==> config.mk <==
export PLATFORM = sky130hd
export DESIGN_NAME = div_iter_unit
export DESIGN_NICKNAME = d
export VERILOG_FILES = /design/src/rtl/div_iter_unit.sv
export SDC_FILE = /design/constraint.sdc
export NUM_CORES = 1
export LEC_CHECK = 0
export CAP_MARGIN = 20
export CORE_MARGIN = 2
export CORE_UTILIZATION = 60
export DETAILED_ROUTE_END_ITERATION = 8
export DONT_BUFFER_PORTS = 1
export PLACE_DENSITY = 0.75
export SETUP_SLACK_MARGIN = 0.3
export SYNTH_ARGS = -nofsm -noshare
export SYNTH_HDL_FRONTEND = slang
export SYNTH_SLANG_ARGS = --single-unit
==> constraint.sdc <==
create_clock -name i_clk -period 7.9 [get_ports i_clk]
set_clock_uncertainty 0.05 [all_clocks]
set_input_delay 1.58 -clock i_clk [delete_from_list [all_inputs] [get_ports i_clk]]
set_output_delay 1.58 -clock i_clk [all_outputs]
set_load 0.02 [all_outputs]
==> src/rtl/div_iter_unit.sv <==
// Multi-cycle radix-2 restoring divider producing {remainder, quotient} for MIPS DIV/DIVU.
// Optional build macro DIV_EARLY_OUT_EN: skip iteration when |a| < |b| (b != 0).
module div_iter_unit #(
  parameter int WIDTH = 32
) (
  input  logic               i_clk,
  input  logic               i_rst,
  input  logic               i_start,
  input  logic               i_signed_div,
  input  logic               i_cancel,
  input  logic [WIDTH-1:0]   i_a,
  input  logic [WIDTH-1:0]   i_b,
  output logic               o_busy,
  output logic               o_done,
  output logic [2*WIDTH-1:0] o_hilo_out
);

  localparam int CW = (WIDTH > 1) ? $clog2(WIDTH) : 1;
  localparam logic [CW-1:0] LAST_CNT = CW'(WIDTH - 1);

  typedef enum logic [1:0] {S_IDLE, S_CALC, S_FIX, S_DONE} state_t;

  state_t             r_state;
  state_t             w_state_next;
  logic [CW-1:0]      r_cnt;
  logic [WIDTH-1:0]   r_rem;
  logic [WIDTH-1:0]   r_quo;
  logic [WIDTH-1:0]   r_div;
  logic               r_neg_a;
  logic               r_neg_q;
  logic               r_div_zero;
  logic [2*WIDTH-1:0] r_hilo;

  logic               w_neg_a;
  logic               w_neg_b;
  logic [WIDTH-1:0]   w_abs_a;
  logic [WIDTH-1:0]   w_abs_b;
  logic               w_early;
  logic               w_accept;
  logic [WIDTH:0]     w_shift;
  logic               w_ge;
  logic [WIDTH-1:0]   w_diff;
  logic [WIDTH-1:0]   w_rem_next;
  logic [WIDTH-1:0]   w_quo_next;
  logic [WIDTH-1:0]   w_quo_fix;
  logic [WIDTH-1:0]   w_rem_fix;

  assign w_neg_a  = i_signed_div & i_a[WIDTH-1];
  assign w_neg_b  = i_signed_div & i_b[WIDTH-1];
  assign w_abs_a  = w_neg_a ? -i_a : i_a;
  assign w_abs_b  = w_neg_b ? -i_b : i_b;
  assign w_accept = i_start & ~i_cancel;

`ifdef DIV_EARLY_OUT_EN
  assign w_early = (i_b != '0) && (w_abs_a < w_abs_b);
`else
  assign w_early = 1'b0;
`endif

  // Remainder compare runs one bit wider than the operands so the shifted-in MSB is never lost.
  assign w_shift    = {r_rem, r_quo[WIDTH-1]};
  assign w_ge       = (w_shift >= {1'b0, r_div});
  assign w_diff     = w_shift[WIDTH-1:0] - r_div;
  assign w_rem_next = w_ge ? w_diff : w_shift[WIDTH-1:0];
  assign w_quo_next = {r_quo[WIDTH-2:0], w_ge};

  // A zero divisor leaves the magnitude of a in the remainder, so only the quotient needs forcing.
  assign w_quo_fix = r_div_zero ? '1 : (r_neg_q ? -r_quo : r_quo);
  assign w_rem_fix = r_neg_a ? -r_rem : r_rem;

  always_ff @(posedge i_clk) begin
    if (i_rst) r_state <= S_IDLE;
    else       r_state <= w_state_next;
  end

  always_comb begin
    w_state_next = r_state;
    o_busy       = (r_state != S_IDLE);
    o_done       = (r_state == S_DONE);
    case (r_state)
      S_IDLE: begin
        if (w_accept) w_state_next = w_early ? S_FIX : S_CALC;
      end
      S_CALC: begin
        if (i_cancel)                w_state_next = S_IDLE;
        else if (r_cnt == LAST_CNT)  w_state_next = S_FIX;
      end
      S_FIX: begin
        w_state_next = i_cancel ? S_IDLE : S_DONE;
      end
      S_DONE: begin
        w_state_next = S_IDLE;
      end
      default: w_state_next = S_IDLE;
    endcase
  end

  always_ff @(posedge i_clk) begin
    if (i_rst) begin
      r_cnt      <= '0;
      r_rem      <= '0;
      r_quo      <= '0;
      r_div      <= '0;
      r_neg_a    <= 1'b0;
      r_neg_q    <= 1'b0;
      r_div_zero <= 1'b0;
      r_hilo     <= '0;
    end else begin
      case (r_state)
        S_IDLE: begin
          if (w_accept) begin
            r_cnt      <= '0;
            r_neg_a    <= w_neg_a;
            r_neg_q    <= w_neg_a ^ w_neg_b;
            r_div_zero <= (i_b == '0);
            r_div      <= w_abs_b;
            if (w_early) begin
              r_rem <= w_abs_a;
              r_quo <= '0;
            end else begin
              r_rem <= '0;
              r_quo <= w_abs_a;
            end
          end
        end
        S_CALC: begin
          if (!i_cancel) begin
            r_rem <= w_rem_next;
            r_quo <= w_quo_next;
            r_cnt <= r_cnt + CW'(1);
          end
        end
        S_FIX: begin
          if (!i_cancel) r_hilo <= {w_rem_fix, w_quo_fix};
        end
        default: ;
      endcase
    end
  end

  assign o_hilo_out = r_hilo;

endmodule

# == After elaboration in Yosys (flattened, before gate mapping) ==
# Cells that the tools add are included.
# op_classes
magnitude_cmp,1
n_reduce_logical,8
addsub,6
eq_ne,7
mux,20
bitwise,5
# ops
cell,n
$mux W32,10
$neg A32 Y32,4
$pmux W32 S2,2
$ge A33 B32 Y1,1
$logic_not A32 Y1,1
$sub A32 B32 Y32,1
$mux W5,2
$pmux W5 S2,1
$mux W2,4
$pmux W2 S4,1
$reduce_and A2 Y1,3
$add A5 B1 Y5 const B,1
$eq A5 B5 Y1 const B,1
$eq A2 B2 Y1 const B,2
$ne A2 B2 Y1 const B,2
$reduce_bool A2 Y1,2
$and A1 B1 Y1,3
$ne A3 B3 Y1 const B,1
$reduce_and A3 Y1,1
$eq A2 B1 Y1 const B,1
$logic_not A2 Y1,1
$not A1 Y1,1
$xor A1 B1 Y1,1
# word_totals
register_bits,170
elab_cells,56
inputBits,69

# == Logic depth before layout (Yosys ltp) ==
# depth
depth_word,4
mapped_depth,14
depth_no_buf,13

# == Worst setup path after synthesis ==
# OpenSTA, ideal clock, no wires.
# synth_timing
kind,input to register
startpoint,in i_b[12]
endpoint,reg r_div[24]
cell_stages,9
setup_slack_ns,3.718
setup_ns,0.086
arrival_time_ns,4.046
path_cell_list,or4_1 nor3_1 nand2_1 or4_1 or4_1 nor4_2 a21oi_1 xnor2_1 a211oi_1
# synth_between
elab_chain_cells,2
# synth_rtl
element,line_no,text
start: declaration,12,"input logic [WIDTH-1:0] i_b,"
$neg A32 Y32,51,assign w_abs_b = w_neg_b ? -i_b : i_b;
$mux W32,51,
end signal: assignment,116,r_div <= w_abs_b;
end: declaration,28,logic [WIDTH-1:0] r_div;
# No other way between the ends.
# A chain may end at the register's enable or synchronous reset.

# == Worst setup path after layout ==
# layout_timing
startpoint,in i_a[8]
endpoint,reg r_quo[28]
# layout_between
elab_chain_cells,4
# layout_rtl
element,line_no,text
start: declaration,11,"input logic [WIDTH-1:0] i_a,"
$neg A32 Y32,50,assign w_abs_a = w_neg_a ? -i_a : i_a;
$mux W32,50,
$mux W32,111,if (w_accept) begin
$pmux W32 S2,109,case (r_state)
end signal: assignment,122,r_quo <= w_abs_a;
end signal: assignment,129,r_quo <= w_quo_next;
end: declaration,27,logic [WIDTH-1:0] r_quo;
# No other way between the ends. The select of a mux whose other input is x is not followed.

==> summary.txt <==
Synthesis
  • Distinct cells, synth: 65
  • Largest cells by area after synthesis: dfxtp_1, nor2_1, xnor2_1
  • EDFF count, synth: 0
  • Ys flop type: dfxtp_1
  • Area leader, netlist: dfxtp_1
  • Seq/Total Area, Yosys: between 30% and 40%
  • Cells after Synth: between 1k and 1.5k
  • Synth Cell Area: about 11000 um^2
  • Post-synthesis area per instance: slightly below 8 um^2
  • Synth async-reset ratio: 0%
  • Synth Register Bits: 170
  • Yosys warns: 0
  • Top cell type's share of synthesized area: between 30% and 40%
  • Synth Net Count: approximately 1.5k

Power and ir drop
  • Worst VDD drop: around 170 uV
  • Seq pwr share: roughly 44%
  • Sw frac: roughly 28%
  • Switching component of the power: about 0.59 mW
  • Int Pwr: ~1.5 mW
  • Clock power frac: between 40% and 50%
  • Total power: 2.08 mW
  • Combinational Power Share: 15.4%
  • Leak: about 4.1 nW
  • Pwr Density: around 190 nW/um^2

STA
  • Tcrit/Tclk final: a little over half
  • Slew Limit Fails: 0
  • RSZ-0062 raised after global routing: false
  • Hold slack final: 0.409 ns
  • Setup tns final: 0 ns
  • Final WS setup: approximately 3.8 ns
  • Min Tclk post-route: 4.13 ns
  • Worst rel slew slack: approximately a third
  • Final Setup Violations: 0
  • Final hold viol count: 0
  • Highest clock rate: around 240 MHz
  • Least-Margin Pin Slew: just over 1 ns

Routing
  • Vias: ~9.5k
  • Vias per cell: between 6 and 7
  • DRC: 0
  • Drt wl/cell: around 17 um
  • Post-route ant nets: 0
  • DRT iter0 DRCs: 648
  • Final WL: 26700 um
  • DR pass1 iterations: 5

Critical path
  • Crit Path Max Fanout: 7
  • CP endpoint kind: register
  • Crit path kind: input pin to register
  • Critical Path AT: approximately 4.4 ns
  • Worst Setup Start Kind: input pin
  • CP required: 8.19 ns

Finish
  • Layout Nets: roughly 1.4k
  • Fill count: ~1.6k
  • Design Area, Final: about 11000 um^2
  • Finished Layout Cells: between 1.5k and 2k
  • Most frequent cells in the layout: nor2_1, dfxtp_1, nand2_1
  • Sequential cell area: between 3000 and 4000 um^2
  • Multi-input logic area: 6630 um^2
  • Commonest non-fill, non-tap cell in the layout: nor2_1
  • Layout cell share with drive strength beyond 1: under 10%
  • Diodes inserted: 0
  • Utilization after layout: between 60 and 70%
  • Synth-to-Final Area Change: 5.95%

Floorplan
  • Core box area: around 17000 um^2
  • Floorplan row count: 48
  • Die ar.: around 19000 um^2
  • DIE HEIGHT: 136 um
  • Initial Util: approximately three fifths
  • Chip Width: roughly 140 um
  • Top Ports: 135

Placement
  • Placed cells: 1509
  • Hpwl dp: 19300 um
  • RD Place Congestion: 0.953
  • Placement Setup Slack: roughly 3.3 ns
  • Placed cell area: ~11000 um^2
  • IO Port Bufs: 0

Clock tree
  • Clk_lat worst skew: about 0.44 ns
  • Post-CTS Setup Bufs: 0
  • Cts repair resizes: 0
  • CTS Buffer Depth: 2
  • H-Tree Depth: 4
  • Cts hold-fix bufs: 0
  • CTS buffer count: 17
  • Sink Count: 170
  • CTS tree: done
  • Clk pin slew, worst setup/hold paths: approximately 0.070 ns
  • Clk root buf: clkbuf_16

Global route
  • Overall global routing resource usage: 28.9%
  • Vias in the first global route: 8462
  • Largest net degree at the start of global routing: about 140
  • Initial antenna violation count: 0
  • First-pass GRT wire length: 42700 um
  • Total grt overflow: 0

Outcome
  • Status: finished, final reports clean

Flow run
  • Max Cap Violations: 0

Worst hold path
  • Min-delay worst type: register to register
## area by class of cell
cell class / count / area share, %
Sequential cell: 170 / 30.5
Timing Repair Buffer: 7 / 0.584
Inverter: 49 / 1.65
Clock buffer: 17 / 3.82
Multi-Input combinational cell: 1060 / 59.4
Tap cell: 225 / 2.53
Clock inverter: 15 / 1.45
## power by group through the flow
| stage | Sequential, mW | Clock [mW] | Combinational (mW) |
|---|---|---|---|
| 4_1_cts | 0.914 | 0.853 | 0.313 |
| 5_1_grt | 0.919 | 0.890 | 0.355 |
| 3_5_place_dp | 0.934 | 0 | 0.311 |
| 3_3_place_gp | 0.933 | 0 | 0.307 |
| 2_1_floorplan | 0.919 | 0 | 0.269 |
| 6_report | 0.916 | 0.842 | 0.319 |
## synthesized netlist by cell type, types with 3 or more instances
| cell type | count |
|---|---|
| a31oi_1 | 7 |
| nand3b_1 | 5 |
| a211oi_1 | 73 |
| a221oi_1 | 9 |
| or3_4 | 3 |
| o21a_1 | 3 |
| a21o_1 | 11 |
| o22ai_1 | 22 |
| nor3_1 | 49 |
| and2_1 | 6 |
| nor4_1 | 9 |
| o211ai_1 | 5 |
| nor2b_1 | 8 |
| a22oi_1 | 5 |
| nand2b_1 | 11 |
| xor2_1 | 67 |
| o31ai_1 | 25 |
| buf_1 | 3 |
| mux2i_1 | 15 |
| inv_1 | 49 |
| xnor2_1 | 78 |
| and3_1 | 6 |
| clkbuf_1 | 79 |
| or4_1 | 14 |
| a21oi_1 | 97 |
| nand3_1 | 12 |
| a2111oi_0 | 3 |
| o21bai_1 | 3 |
| o41ai_1 | 12 |
| nand4_1 | 14 |
| ha_1 | 38 |
| nor3b_1 | 3 |
| dfxtp_1 | 170 |
| o21ai_0 | 94 |
| nor2_1 | 194 |
| a311oi_1 | 6 |
| or3_1 | 15 |
| nand2_1 | 108 |
## logic make-up (layout without fill, tap and decap cells)
group | after synthesis | in the layout | share of synthesized area, %
buffers and inverters | 134 | 88 | 4.90
muxes | 16 | 16 | 1.53
xor gates and xnor gates | 145 | 145 | 12.1
and+or+nand+nor | 468 | 468 | 20.7
DFF | 170 | 170 | 32.4
AOI/OAI and AO/OA | 392 | 392 | 23.8
adders and majority gates | 39 | 39 | 4.71
## final timing paths
check,from,to,slack (ns),cells after the start
worst max-delay path,i_a[8],r_quo[28]$_SDFFE_PP0P_,3.77,8
worst min-delay path,r_cnt[4]$_SDFFE_PP0P_,r_cnt[4]$_SDFFE_PP0P_,0.41,2
worst max register to register,r_rem[9]$_SDFFE_PP0P_,r_rem[25]$_SDFFE_PP0P_,4.04,9
worst min register to register,r_cnt[4]$_SDFFE_PP0P_,r_cnt[4]$_SDFFE_PP0P_,0.41,2
## sequential cells by signal, summed over array words and instances, names as in the netlist
signal / cells
o_hilo_out: 64
r_cnt: 5
r_div: 32
r_div_zero: 1
r_neg_a: 1
r_neg_q: 1
r_quo: 32
r_rem: 32
r_state: 2
## metal layers
layer	vias up	part of all wire, %	track usage, %
met5	-	0	0
met4	0	1.5	7.87
met3	32	9.4	6.67
met2	337	39	39.7
met1	4369	50	44.5
li1	4762	-	-
## critical path: stages
cell	delay [ns]
or4_1	0.59
nor4_1	0.35
nor3b_1	0.71
nand3b_1	0.18
nor4_1	0.41
a21oi_1	0.16
xnor2_1	0.16
a221oi_1	0.29
Power figures use the tool's default switching activity.
